===== src/rtl/sar_adc_scan.sv =====
// SAR conversion sequencer for the comparator/DAC1 path.
// Round-robin scans the enabled comparator inputs. For each channel it selects
// the input, lets it settle with AD_RST high, and then runs a binary search on
// DAC1 using the synchronised comparator output. One result is posted per
// channel.
module sar_adc_scan #(
    parameter int NCH        = 18,
    parameter int DW         = 10,
    parameter int CH_SETTLE  = 8,
    parameter int BIT_SETTLE = 4
) (
    input  logic           clk,
    input  logic           rstz,
    input  logic           scan_en,
    input  logic [NCH-1:0] ch_mask,
    input  logic           cmp_o,
    output logic [DW-1:0]  dac1,
    output logic           dac1_en,
    output logic           ad_rst,
    output logic           ad_hold,
    output logic [NCH-1:0] cmp_sel,
    output logic [DW-1:0]  res_dat,
    output logic [4:0]     res_ch,
    output logic           res_vld,
    output logic           scan_done
);

    localparam int CHW   = 5;
    localparam int CNT_W = $clog2((CH_SETTLE > BIT_SETTLE ? CH_SETTLE : BIT_SETTLE) + 1);
    localparam int BW    = (DW > 1) ? $clog2(DW) : 1;
    localparam logic [DW-1:0] MSB = {1'b1, {(DW-1){1'b0}}};

    typedef enum logic [1:0] {IDLE, SEL, CONV, STORE} state_t;

    state_t           state;
    logic [CHW-1:0]   ch;
    logic [CNT_W-1:0] cnt;
    logic [BW-1:0]    bidx;
    logic             cmp_m, cmp_s;

    logic [CHW-1:0]   lo_ch, up_ch, hi_ch, nxt_ch;
    logic             up_hit, hi_hit;

    function automatic logic [NCH-1:0] onehot(input logic [CHW-1:0] c);
        logic [NCH-1:0] v;
        v    = '0;
        v[c] = 1'b1;
        return v;
    endfunction

    // COMP_O is asynchronous to clk; only the second flop feeds decisions
    always_ff @(posedge clk or negedge rstz) begin
        if (!rstz) begin
            cmp_m <= 1'b0;
            cmp_s <= 1'b0;
        end else begin
            cmp_m <= cmp_o;
            cmp_s <= cmp_m;
        end
    end

    // Mask search: lowest set bit, lowest set bit above ch, highest set bit
    always_comb begin
        lo_ch  = '0;
        up_ch  = '0;
        up_hit = 1'b0;
        hi_ch  = '0;
        hi_hit = 1'b0;
        // descending so the last hit is the lowest qualifying bit
        for (int i = NCH - 1; i >= 0; i--) begin
            if (ch_mask[i]) begin
                lo_ch = CHW'(i);
                if (CHW'(i) > ch) begin
                    up_ch  = CHW'(i);
                    up_hit = 1'b1;
                end
            end
        end
        // ascending so the last hit is the highest set bit
        for (int i = 0; i < NCH; i++) begin
            if (ch_mask[i]) begin
                hi_ch  = CHW'(i);
                hi_hit = 1'b1;
            end
        end
        nxt_ch = up_hit ? up_ch : lo_ch;
    end

    // Sequencer FSM; every analog drive and result output is registered here
    always_ff @(posedge clk or negedge rstz) begin
        if (!rstz) begin
            state     <= IDLE;
            ch        <= '0;
            cnt       <= '0;
            bidx      <= '0;
            dac1      <= '0;
            dac1_en   <= 1'b0;
            ad_rst    <= 1'b0;
            ad_hold   <= 1'b0;
            cmp_sel   <= '0;
            res_dat   <= '0;
            res_ch    <= '0;
            res_vld   <= 1'b0;
            scan_done <= 1'b0;
        end else begin
            res_vld   <= 1'b0;
            scan_done <= 1'b0;
            case (state)
                IDLE: begin
                    dac1    <= '0;
                    dac1_en <= 1'b0;
                    ad_rst  <= 1'b0;
                    ad_hold <= 1'b0;
                    cmp_sel <= '0;
                    cnt     <= '0;
                    if (scan_en && |ch_mask) begin
                        state   <= SEL;
                        ch      <= lo_ch;
                        cmp_sel <= onehot(lo_ch);
                        dac1_en <= 1'b1;
                        ad_rst  <= 1'b1;
                    end
                end
                SEL: begin
                    if (!scan_en) begin
                        state   <= IDLE;
                        dac1    <= '0;
                        dac1_en <= 1'b0;
                        ad_rst  <= 1'b0;
                        ad_hold <= 1'b0;
                        cmp_sel <= '0;
                        cnt     <= '0;
                    end else if (cnt == CNT_W'(CH_SETTLE - 1)) begin
                        state   <= CONV;
                        cnt     <= '0;
                        bidx    <= BW'(DW - 1);
                        dac1    <= MSB;
                        ad_rst  <= 1'b0;
                        ad_hold <= 1'b1;
                    end else begin
                        cnt <= cnt + 1'b1;
                    end
                end
                CONV: begin
                    if (!scan_en) begin
                        state   <= IDLE;
                        dac1    <= '0;
                        dac1_en <= 1'b0;
                        ad_rst  <= 1'b0;
                        ad_hold <= 1'b0;
                        cmp_sel <= '0;
                        cnt     <= '0;
                    end else if (cnt == CNT_W'(BIT_SETTLE - 1)) begin
                        cnt        <= '0;
                        dac1[bidx] <= cmp_s;
                        if (bidx == '0) begin
                            state   <= STORE;
                            ad_hold <= 1'b0;
                            cmp_sel <= '0;
                        end else begin
                            dac1[bidx - 1'b1] <= 1'b1;
                            bidx              <= bidx - 1'b1;
                        end
                    end else begin
                        cnt <= cnt + 1'b1;
                    end
                end
                STORE: begin
                    res_dat   <= dac1;
                    res_ch    <= ch;
                    res_vld   <= 1'b1;
                    scan_done <= hi_hit && (hi_ch == ch);
                    cnt       <= '0;
                    dac1      <= '0;
                    if (scan_en && |ch_mask) begin
                        state   <= SEL;
                        ch      <= nxt_ch;
                        cmp_sel <= onehot(nxt_ch);
                        dac1_en <= 1'b1;
                        ad_rst  <= 1'b1;
                    end else begin
                        state   <= IDLE;
                        dac1_en <= 1'b0;
                    end
                end
                default: state <= IDLE;
            endcase
        end
    end

endmodule


===== config.mk =====
export PLATFORM = sky130hd
export DESIGN_NAME = sar_adc_scan
export DESIGN_NICKNAME = d
export VERILOG_FILES = /design/src/rtl/sar_adc_scan.sv
export SDC_FILE = /design/constraint.sdc
export NUM_CORES = 1
export LEC_CHECK = 0
export ABC_AREA = 1
export ABC_CLOCK_PERIOD_IN_PS = 2190
export BUFFER_PORTS_ARGS = -buffer_cell sky130_fd_sc_hd__clkbuf_2
export CAP_MARGIN = 20
export CORE_UTILIZATION = 53
export CTS_BUF_LIST = sky130_fd_sc_hd__clkbuf_4 sky130_fd_sc_hd__clkbuf_8
export CTS_CLUSTER_SIZE = 12
export DETAILED_ROUTE_END_ITERATION = 6
export HOLD_SLACK_MARGIN = 0.06
export PLACE_DENSITY_LB_ADDON = 0.2
export SYNTH_ARGS = -nofsm -noshare
export SYNTH_HDL_FRONTEND = slang
export SYNTH_SLANG_ARGS = --single-unit
export TNS_END_PERCENT = 5

===== constraint.sdc =====
create_clock -name clk -period 2.19 [get_ports clk]
set_input_delay 0.219 -clock clk [delete_from_list [all_inputs] [get_ports clk]]
set_output_delay 0.219 -clock clk [all_outputs]
set_load 0.01 [all_outputs]

**Yosys cells after proc, flatten, opt, wreduce, memory -nomap -nowiden**

Index checks and enable logic that the tools add are counted.

- $lt $le $gt $ge: 26
- Multipliers: 0
- Bitwise logic cells: 1
- Muxes and demuxes: 185
- Div/mod/pow operators: 0
- Shifts and indexed selects: 0
- $add $sub $neg: 2
- Equality and inequality tests: 19
- Reductions and logical operators: 21

Operators with widths:

| operator | number |
|---|---|
| $mux 5 | 73 |
| $mux 18 | 6 |
| $mux 1 | 72 |
| $pmux 18 s4 | 1 |
| $mux 10 | 5 |
| $gt 4x5->1 const A | 8 |
| $mux 4 | 9 |
| $pmux 10 s3 | 1 |
| $gt 3x5->1 const A | 4 |
| $ne 2x2->1 const B | 10 |
| $reduce_or 18->1 | 1 |
| $lt 5x6->1 const B | 2 |
| $mux 2 | 6 |
| $pmux 4 s3 | 1 |
| $reduce_and 4->1 | 3 |
| $bwmux 10 | 1 |
| $demux 1 s5 | 2 |
| $ge 5x1->1 const B | 2 |
| $gt 1x5->1 const A | 2 |
| $gt 2x5->1 const A | 2 |
| $gt 5x5->1 const A | 2 |
| $lt 4x5->1 const B | 2 |
| $or 10x10->10 | 1 |
| $pmux 5 s2 | 1 |
| other kinds (24) | 37 |

- Latch bits: 0
- Word-level logic and storage cells: 269
- Register bits after elaboration: 65
- Memories kept: 0
- Bits in writable memories: 0
- Output and inout port bits: 48
- Memory bits (read-only): 0
- Input bits: 22

**Longest topological paths before layout**

Gate-level depths: netlist of the first run.

- Depth in word-level cells: 44
- Mapped depth: 23
- Mapped depth without buffers: 23

**Worst setup path before layout of the first run**

Ideal clock, no wire load.

- Path type: flip-flop to flip-flop
- Start: register bidx[0]
- End: register cmp_sel[14]
- Period minus slack after synthesis: 2.263 ns
- Setup slack: -0.073 ns
- Setup time: 0.121 ns
- Arrival: 2.142 ns
- Required time: 2.069 ns
- Buffers on the path: 1
- Cell stages (with the launch flop): 13
- Cell sequence: dfrtp_1 inv_1 ha_1 inv_1 nor2_1 inv_1 nor2_1 nor2_1 nor4_2 clkbuf_1 o21ai_0 clkinv_1 a21oi_1

- Longest elaborated chain between the ends: 3

Ends and longest elaborated chain:

| what | line | text |
|---|---|---|
| from (decl) | 38 | `logic [BW-1:0] bidx;` |
| from (signal assigned) | 136 | `bidx <= BW'(DW - 1);` |
| from (signal assigned) | 162 | `bidx <= bidx - 1'b1;` |
| $logic_not 4->1 | 156 | `if (bidx == '0) begin` |
| $ne 3x3->1 (no source line) | n/a |  |
| $reduce_and 4->1 (no source line) | n/a |  |
| to (signal assigned) | 119 | `cmp_sel <= onehot(lo_ch);` |
| to (signal assigned) | 178 | `cmp_sel <= onehot(nxt_ch);` |
| to (decl) | 21 | `output logic [NCH-1:0] cmp_sel,` |

Every way passes these cells.
A chain may end at the register's enable or synchronous reset.

**Worst setup path in the final report of the first run**

- Start: register ch[4]
- End: register cmp_sel[2]

- Longest elaborated chain between the ends: 44
- Elaborated cells on any way between the ends: 98
- Classes of those cells: order compare (20); mux (77); reduce/logical (1)

Ends and longest elaborated chain:

| what | line | text |
|---|---|---|
| from (decl) | 36 | `logic [CHW-1:0] ch;` |
| from (signal assigned) | 118 | `ch <= lo_ch;` |
| from (signal assigned) | 177 | `ch <= nxt_ch;` |
| $gt 5x5->1 | 73 | `if (CHW'(i) > ch) begin` |
| $mux 5 or $mux 1 (tied branches) | 73 |  |
| $mux 5 or $mux 1 (tied branches) | 71 | `if (ch_mask[i]) begin` |
| $mux 5 or $mux 1 (tied branches) | 73 |  |
| $mux 5 or $mux 1 (tied branches) | 71 |  |
| $mux 5 or $mux 1 (tied branches) | 73 |  |
| $mux 5 or $mux 1 (tied branches) | 71 |  |
| $mux 5 or $mux 1 (tied branches) | 73 |  |
| [... 28 more ...] | n/a |  |
| $mux 5 or $mux 1 (tied branches) | 71 |  |
| $mux 5 * | 86 | `nxt_ch = up_hit ? up_ch : lo_ch;` |
| $lt 5x6->1 (implied by the code) or $ge 5x1->1 (tied branches) | 47 | `v[c] = 1'b1;` |
| $logic_and 1x1->1 (implied by the code) | 47 |  |
| $mux 1 (implied by the code) | 47 |  |
| $demux 1 s5 * | 47 |  |
| $mux 18 * | 175 | `if (scan_en && \|ch_mask) begin` |
| $pmux 18 s4 * | 108 | `case (state)` |

Mark *: on every way between the ends. The rest lies on a longest branch, timed or not. The select of a mux whose other input is x is not followed.

==> metrics.txt, run 1 <==
Post-synth EDFFs=0; LEAKAGE=slightly above 3 nW; layout cells sized above 1=0.338; Reg2Reg Setup Slack=-0.19 ns; Net Count, Synth=641; HPWL after DPL=~9.6 mm; Ports=70; DRT Wirelength=~14 mm; fin area=a little under 6000 µm²; Slew Viols, Final=0; VDD IR-drop max=726 µV; post-synthesis cell count=between 600 and 700; Synth Warn #=0; H-tree depth=3; clk sinks=between 60 and 70; Die Area=approximately 8400 µm²; Yosys reg bits=65; clock buffer depth=2; crit path capture type=flop; Pwr per Cell Area=roughly 1300 nW/µm²; Layout fillers=about 540; FFs w/ async S/R, synth=1.00; GR Util All Layers=0.332; clk slew on worst S/H paths=0.07 ns; Hold Fails Final Rpt=0; Hold Path Cell Cnt=4; Vias/cell=about 5.6; dpl cells=863; CP required=approximately 2.5 ns; startpoint types=flop; Hold Crit Endpoint=scan_done; failing checks=negative setup slack; largest net degree at the start of global routing=36; wire per inst=15.4 µm; number of detailed-route iterations in the first pass=6; first-pass GRT wire length=roughly 22 mm; Mapped Area=between 4000 and 5000 µm²; initial detailed-routing violation count=between 300 and 400; syn_area_per_cell=between 6 and 7 µm²; Placer Congestion=0.932; worst reg2reg path depth=15; worst-margin pin slew=around 0.65 ns; GR Overflow Total=0; Period minus WS final=about 2.4 ns; Area Overhead vs Synth=38.4%; commonest non-fill, non-tap cell in the layout=nand2_1; crit-path max FO=7; Relative slew margins=0.564; commonest cells after routing, fill and taps aside=nand2_1 (140), buf_4 (105), inv_1 (92); Final Cycle Share=1.09; Die H=between 90 and 100 µm; number of I/O port buffers=69; RSZ-0062 raised after global routing=true; Layout Cells excl Fill=898; Final ANT Viol Nets=0; vias in the first global route=4793; Total Nets Final=between 800 and 900; row count=32; Main synth FF type=dfrtp_1; Core Region=7730 µm²; max frequency=between 0.4 and 0.5 GHz; HP Class=in -> reg; Initial Util=0.550; Cell variety after synth=between 40 and 50; die width=91.5 µm; Seq/Total Area, Yosys=0.383; Layout Utilization=0.761; Max-Cap Viols=0; CTS tree=done; RR Endpoint=cmp_sel[2]; status=finished, violations left; Vias=about 5k; Hold Path Origin=ch_mask[17]; ANT cells=0; DR DRC count=0; CP arrival=roughly 2.7 ns; crit path kind=reg -> reg; initial antenna violation count=0; root buffer cell=clkbuf_8; Worst-Skew Late Latency=around 0.36 ns; CTS Buf Count=9; Final setup violation count=18; area post-placement=approximately 5400 µm²; Clock Skew=0.0205 ns; post-route setup slack=-0.192 ns; Reg2Reg Launch Point=ch[4]
cells in the mapped netlist (all sizes together) (5+ instances only):
cell / n / area (µm²)
o22ai: 6 / 37.5
nor2: 87 / 392
nand3: 30 / 155
o211ai: 5 / 52.6
a31oi: 6 / 43.8
a21oi: 39 / 199
inv: 102 / 383
nand4: 10 / 62.6
dfrtp: 65 / 1630
ha: 10 / 125
clkbuf: 8 / 30.0
o21ai: 58 / 313
nor3: 6 / 30.0
nand2: 153 / 612
logic make-up after synthesis:
group,share of synthesized area
XOR/XNOR,0.00618
adder cells (fa/ha/maj),0.0294
AO/OA/AOI/OAI,0.177
AND/OR/NAND/NOR,0.303
buffers and inverters,0.102
flip-flops,0.383
per-layer routing:
metal  share of wire  global-route usage  wire length [µm]  up-vias
met3           0.063              0.0477               873       62
li1                -                   -                 -     2332
met2            0.50               0.563              6830      227
met1            0.41               0.423              5630     2369
met4           0.033               0.139               450        0
met5               0                   0                 0        -
worst max-delay path by stage:
stage                     startpoint           to  slack (ns)
after floorplan              bidx[0]  cmp_sel[14]        0.02
after global placement       bidx[0]  cmp_sel[10]       -0.26
after detailed placement     bidx[1]  cmp_sel[12]       -0.40
after CTS                      ch[4]   cmp_sel[4]       -0.05
after global routing           ch[1]   cmp_sel[7]       -0.34
final                          ch[4]   cmp_sel[2]       -0.19
where the power goes:
group	switching [mW]	leakage, nW	internal, mW	total (mW)
logic	2.84	2.16	1.98	4.83
clock network	0.513	0.0850	0.408	0.921
registers	0.278	0.848	1.54	1.82
total	3.64	3.09	3.93	7.57
through the flow:
step                power (mW)  TNS [ns]  worst slack (ns)  hold slack, ns
floorplan                 4.22         0            0.0173         -0.0766
global placement          5.69     -3.92            -0.262           0.212
detailed placement        5.85     -5.56            -0.401           0.221
CTS                       7.12    -0.299           -0.0475           0.201
global route              8.06     -5.32            -0.336           0.282
finish                    7.57     -2.12            -0.192           0.210
final cells by class:
type	count	area (µm²)	share of cell area
multi-input combinational	432	2350	0.400
clock buffer	9	124	0.0211
timing repair buffer	179	1200	0.205
tap	102	128	0.0217
clock inverter	7	47.5	0.00808
sequential	65	1630	0.277
inverter	104	393	0.0668
state kept, by name (all words and copies together), names as in the netlist:
name	count
cmp_sel	18
dac1	10
res_dat	10
ch	5
res_ch	5
bidx	4
cnt	4
state	2
ad_hold	1
ad_rst	1
cmp_m	1
cmp_s	1
dac1_en	1
res_vld	1
scan_done	1
worst max-delay path, cell delays in order (launching register included):
cell and delay (ns):
dfrtp_2 0.50, nor2_4 0.16, inv_2 0.08, nor2_2 0.12, nand3_2 0.09, nand2_1 0.11, nor2_1 0.08, nand2_2 0.10
nor2_4 0.04, nand2_4 0.09, nor2_4 0.05, a31oi_4 0.33, nand2_4 0.12, nor2_4 0.15, nand3_1 0.14, a21oi_2 0.16
what timing repair did:
item | CTS | global route
endpoints found under the hold margin | 18 | 0
resized for setup | 25 | 17
pin swaps | 11 | 8
hold buffers | 2 | 0
setup endpoints to repair | 20 | 37
setup buffers | 10 | 6
gates cloned | 1 | 0
No activity file was read; power rests on OpenSTA's default activity.
==> inputs of run 2 (changes only) <==
--- a/config.mk
+++ b/config.mk
@@ -15,6 +15,7 @@
 export DETAILED_ROUTE_END_ITERATION = 6
 export HOLD_SLACK_MARGIN = 0.06
 export PLACE_DENSITY_LB_ADDON = 0.2
+export RECOVER_POWER = 100
 export SYNTH_ARGS = -nofsm -noshare
 export SYNTH_HDL_FRONTEND = slang
 export SYNTH_SLANG_ARGS = --single-unit
==> run 2 against run 1 <==
Effect of this change: the flow still finishes with violations (negative setup slack); clock skew up 0.0030 ns; sequential cell count unchanged; clock power up 1%; first-iteration DRC count decreased by 4.4%; global-route usage did not move; power decreased by 1.2%; register-to-register slack about the same; critical path type unchanged; wire length up 0.35%.
==> metrics.txt, run 2 (synthesis results as in run 1) <==
Die Area=approximately 8400 µm²; RSZ-0062 raised after global routing=true; vias in the first global route=about 4.8k; Ports=70; Sw Pwr=3.63 mW; CP dominant cell by count=nor2_4; GR Overflow Total=0; status=finished, violations left; CP arrival=roughly 2.7 ns; row count=32; number of I/O port buffers=a little under 70; initial detailed-routing violation count=369; max frequency=between 0.4 and 0.5 GHz; post-route setup slack=-0.194 ns; Regs by FF count=cmp_sel: 18 flops, dac1: 10 flops, res_dat: 10 flops; crit path kind=reg -> reg; Vias=~5.0k; layout cells sized above 1=0.265; CTS Buf Count=9; Relative slew margins=0.276; die width=91.5 µm; Total Nets Final=about 820; Area Overhead vs Synth=35.8%; crit path buf inv count=1; commonest cells after routing, fill and taps aside=nand2_1 (140), buf_4 (98), inv_1 (92); CTS tree=done; Clock Skew=approximately 0.024 ns; clk sinks=65; Die H=91.5 µm; DR DRC count=0; VDD IR-drop max=between 700 and 800 µV; Final Cycle Share=1.09; largest net degree at the start of global routing=36; root buffer cell=clkbuf_8; GR Util All Layers=0.332; startpoint types=flop; Slowest cell on crit path=dfrtp_2; clk slew on worst S/H paths=around 0.070 ns; Final setup violation count=21; Period minus WS final=~2.4 ns; crit-path max FO=7; Pwr per Cell Area=1300 nW/µm²; Pwr Total=between 7 and 8 mW; Slew Viols, Final=0; critical path's top delay family=simple AND/OR/NAND/NOR gates; LEAKAGE=between 2 and 3 nW; max FFs per register=18; HP Class=in -> reg; commonest non-fill, non-tap cell in the layout=nand2_1; DRT Wirelength=about 14 mm; first-pass GRT wire length=21.9 mm; Biggest register=cmp_sel; number of detailed-route iterations in the first pass=7; wire per inst=about 15 µm; Clock Power Share=0.125; worst-margin pin slew=1.09 ns; Comb power frac=0.632; Sw Share=0.486; ANT cells=0; Worst-Skew Late Latency=around 0.36 ns; worst slack, placed=-0.401 ns; Vias/cell=5.53; crit path capture type=flop; sequential share of power=0.243; Core Region=between 7000 and 8000 µm²; H-tree depth=3; slowest stage delay, CP=a little under 0.5 ns; Hold Fails Final Rpt=0; HPWL after DPL=between 9 and 10 mm; initial antenna violation count=0; Final ANT Viol Nets=0; crit path cell chain=nor2_4 > inv_2 > nor2_2 > nand3_2 > nand2_1 > nor2_1 > nand2_2 > nor2_4 > nand2_4 > nor2_4 > a31oi_4 > nand2_4 > nor2_4 > nand3_1 > a21oi_2; clock buffer depth=2; failing checks=negative setup slack; CP required=2.47 ns; P_int=slightly below 4 mW; Max-Cap Viols=0; Placer Congestion=around 0.93; Initial Util=0.550
## run 2: cell types whose count changed in the layout (fill, tap and decap cells not counted), sizes merged
cell / before / now
buf: 108 / 100
clkbuf: 78 / 86
## run 2: layer usage
layer,vias to the layer above,GRT usage,part of all wire
li1,2325,-,-
met1,2318,0.423,0.41
met2,271,0.563,0.49
met3,54,0.0477,0.068
met4,0,0.139,0.035
met5,-,0,0
## run 2: timing repair
action                                  in CTS  in global routing
pin swaps                                   11                  8
gates cloned                                 1                  0
gates resized for setup                     25                 17
endpoints found under the setup margin      20                 37
setup buffers                               10                  6
hold endpoints to repair                    18                  0
hold buffers                                 2                  0
## run 2: final timing paths
check	from	endpoint	slack, ns	cells after the start
worst min register to register	cmp_m	cmp_s	0.36	0
worst min-delay path	ch_mask[17]	scan_done	0.21	4
worst max-delay path	ch[4]	cmp_sel[2]	-0.19	15
worst max register to register	ch[4]	cmp_sel[2]	-0.19	15
min in group asynchronous	rstz	cmp_sel[15]	0.57	2
max in group asynchronous	rstz	ch[1]	0.26	3
## run 2: area by class of cell
cell class	instances	area (µm²)
Clock inverter	7	47.5
Sequential cell	65	1630
Tap cell	102	128
Inverter	104	393
Fill cell	594	1960
Timing Repair Buffer	179	1100
Clock buffer	9	124
Multi-Input combinational cell	432	2350
## run 2: through the flow
step           cell area (µm²)  std cells  hold WS (ns)  TNS [ns]  utilization
6_report                  5770        898         0.207     -2.17        0.747
5_1_grt                   5770        898         0.282     -6.85        0.747
4_1_cts                   5760        892         0.201    -0.299        0.746
3_5_place_dp              5390        863         0.221     -5.56        0.698
3_3_place_gp              5390        863         0.212     -3.92        0.698
2_1_floorplan             4260        609       -0.0766         0            -
## run 2: power by group through the flow
stage / Combinational [mW] / Sequential [mW] / Clock, mW
4_1_cts: 4.37 / 1.81 / 0.933
6_report: 4.73 / 1.82 / 0.931
3_3_place_gp: 3.87 / 1.81 / 0
2_1_floorplan: 2.35 / 1.87 / 0
3_5_place_dp: 4.02 / 1.82 / 0
5_1_grt: 5.15 / 1.84 / 0.964
## run 2: tightest hold or removal path: cells and delay by family
family | cells | cell delay, ns
and+or+nand+nor | 1 | 0.07
AOI/OAI and AO/OA | 1 | 0.06
buffers and inverters | 2 | 0.16
==> inputs of run 3 (changes only) <==
--- a/config.mk
+++ b/config.mk
@@ -5,17 +5,17 @@
 export SDC_FILE = /design/constraint.sdc
 export NUM_CORES = 1
 export LEC_CHECK = 0
-export ABC_AREA = 1
 export ABC_CLOCK_PERIOD_IN_PS = 2190
 export BUFFER_PORTS_ARGS = -buffer_cell sky130_fd_sc_hd__clkbuf_2
 export CAP_MARGIN = 20
-export CORE_UTILIZATION = 53
+export CORE_UTILIZATION = 54
 export CTS_BUF_LIST = sky130_fd_sc_hd__clkbuf_4 sky130_fd_sc_hd__clkbuf_8
 export CTS_CLUSTER_SIZE = 12
 export DETAILED_ROUTE_END_ITERATION = 6
 export HOLD_SLACK_MARGIN = 0.06
 export PLACE_DENSITY_LB_ADDON = 0.2
 export RECOVER_POWER = 100
+export REMOVE_ABC_BUFFERS = 1
 export SYNTH_ARGS = -nofsm -noshare
 export SYNTH_HDL_FRONTEND = slang
 export SYNTH_SLANG_ARGS = --single-unit
==> run 3 against run 2 <==
Effect of this change: the run still ends with negative setup slack left; clock skew shrank 0.010 ns; setup slack lost 0.019 ns; synthesized cell count shrank 17%; sequential power shrank 14%; final area grew 7.5%; critical endpoint is now cmp_sel[11]; wire length grew 3.8%; combinational power shrank 34%; largest cell class unchanged; register-to-register slack lost 0.02 ns; global-route usage grew 0.38 points; via count shrank 3.2%; clock power grew 51%.
==> metrics.txt, run 3 <==
GR Util All Layers=0.336; initial detailed-routing violation count=about 360; layout cells sized above 1=0.342; commonest cells after routing, fill and taps aside=buf_4 (107), dfrtp_1 (60), clkbuf_1 (53); Synth Warn #=0; HPWL after DPL=10.1 mm; dpl cells=between 700 and 800; wire per inst=roughly 18 µm; max FFs per register=18; CTS tree=done; row count=33; RSZ-0062 raised after global routing=true; Layout Utilization=0.759; Placer Congestion=0.889; syn_area_per_cell=around 9.0 µm²; initial antenna violation count=0; crit path kind=reg -> reg; Final Cycle Share=1.10; crit path from=ch[0]; Pwr Total=~6 mW; number of I/O port buffers=slightly below 70; ANT cells=0; crit-path max FO=7; share of the synthesized area in the top cell type=0.358; clock buffer depth=2; setup TNS=-3.11 ns; Post-synth EDFFs=0; CTS Buf Count=9; Ports=70; worst-margin pin slew=0.773 ns; status=finished, violations left; Post-synth top cells=dfrtp_1 (65), nand2_1 (46), nor2_1 (35), a21oi_1 (33), o21ai_0 (28); largest cells by area after synthesis=dfrtp_1 (36%), nand2_1 (3.8%), mux2_2 (3.7%); Biggest register=cmp_sel; Relative slew margins=0.485; VDD IR-drop max=a little under 600 µV; Die H=93.7 µm; Reg2Reg Setup Slack=-0.21 ns; startpoint types=flop; Total Nets Final=~700; DRT Wirelength=about 14 mm; Core Region=slightly above 8000 µm²; GR Overflow Total=0; clk sinks=65; Mapped Area=4540 µm²; clk slew on worst S/H paths=around 0.080 ns; crit path capture type=flop; Reg2Reg Launch Point=ch[0]; HP Class=in -> reg; Final setup violation count=20; DR DRC count=0; root buffer cell=clkbuf_8; Pwr per Cell Area=around 980 nW/µm²; Final ANT Viol Nets=0; Clock Skew=0.0135 ns; worst reg2reg path depth=9; Worst-Skew Late Latency=roughly 0.35 ns; Slew Viols, Final=0; CP required=around 2.4 ns; failing checks=negative setup slack; hold_ws=0.234 ns; met1 GRT Util=0.419; Yosys reg bits=65; Layout Cells excl Fill=between 700 and 800; commonest non-fill, non-tap cell in the layout=buf_4; grt met3 use=0.0477; Area Overhead vs Synth=36.7%; Period minus WS final=around 2.4 ns; H-tree depth=3; number of detailed-route iterations in the first pass=5; RR Endpoint=cmp_sel[11]; most common cell in the synthesized netlist=dfrtp_1; CP arrival=about 2.6 ns; LEAKAGE=approximately 2.8 nW; FFs w/ async S/R, synth=1.00; Max-Cap Viols=0; post-synthesis cell count=approximately 500; Regs by FF count=cmp_sel: 18 flops, dac1: 10 flops, res_dat: 10 flops; Cell variety after synth=81; largest net degree at the start of global routing=28; Seq/Total Area, Yosys=0.358; die width=between 90 and 100 µm; max frequency=~0.42 GHz; first-pass GRT wire length=22.9 mm; Main synth FF type=dfrtp_1; GRT met2 Usage=0.578; Initial Util=0.555; vias in the first global route=4768; leading area contributor after synthesis=dfrtp_1; grt peak-use layer=met2; Hold Fails Final Rpt=0; Vias=approximately 4.8k; Vias/cell=a little over 6; Die Area=~8800 µm²; capture point of the critical path=cmp_sel[11]; post-route setup slack=-0.213 ns
==> run 3: cell types whose count changed after synthesis, moves of 10 or more <==
cell | before | now
a22oi_1 | 2 | 12
clkbuf_1 | 8 | 19
inv_1 | 94 | 18
mux2_2 | 0 | 15
nand2_1 | 142 | 46
nand2b_1 | 0 | 17
nand3_1 | 29 | 7
nor2_1 | 75 | 35
nor2b_1 | 0 | 12
o21ai_0 | 51 | 28
o31ai_1 | 3 | 19
==> run 3: worst max-delay path, stage by stage, from the launching register on <==
cell	delay (ns)
dfrtp_2	0.48
buf_4	0.15
nand2b_1	0.09
a21oi_1	0.09
o31a_1	0.31
or2_4	0.28
nor3_4	0.31
a221oi_4	0.13
buf_6	0.16
o31ai_1	0.30
==> run 3: layout make-up <==
type,count,area [µm²]
clock buffer,10,131
clock inverter,6,138
fill,616,1970
inverter,18,67.6
multi-input combinational,388,2880
sequential,65,1630
tap,105,131
timing repair buffer,192,1230
==> run 3: power breakdown <==
group          switching [mW]  internal [mW]
logic                    1.70           1.40
registers               0.175           1.38
clock network           0.516          0.893
==> run 3: how the worst min path moves through the flow <==
stage	slack, ns	cells after the start	endpoint	start
5_1_grt	0.24	3	ad_hold	scan_en
4_1_cts	0.22	3	ad_hold	scan_en
6_report	0.23	3	ad_hold	scan_en
3_5_place_dp	0.12	1	cmp_sel[12]	rstz
2_1_floorplan	-0.08	0	ad_hold	rstz
3_3_place_gp	0.12	1	cmp_sel[15]	rstz
==> run 3: cell families (layout without fill, tap and decap cells) <==
kind of cell | count (synthesis) | count (layout) | synth area share
buffers and inverters | 51 | 226 | 0.0535
xor gates and xnor gates | 3 | 3 | 0.00579
adders and majority gates | 10 | 10 | 0.0276
muxes | 18 | 18 | 0.0438
and+or+nand+nor | 174 | 174 | 0.212
AOI/OAI and AO/OA | 183 | 183 | 0.299
DFF | 65 | 65 | 0.358
==> run 3: through the flow <==
stage | setup slack (ns) | area, µm²
CTS | -0.112 | 6200
detailed placement | -0.278 | 5680
global placement | -0.202 | 5680
floorplan | -0.435 | 4370
global route | -0.290 | 6210
finish | -0.213 | 6210
==> run 3: metal layers <==
| metal | part of all wire | up-vias |
|---|---|---|
| met3 | 0.045 | 39 |
| li1 | - | 2221 |
| met2 | 0.51 | 176 |
| met1 | 0.42 | 2374 |
| met4 | 0.025 | 0 |
| met5 | 0 | - |
==> run 3: what timing repair did <==
action	4_1_cts	5_1_grt
gates resized for setup	34	18
hold buffers	2	0
pin swaps	13	10
setup endpoints to repair	21	23
hold endpoints to repair	13	0
setup buffers	9	0
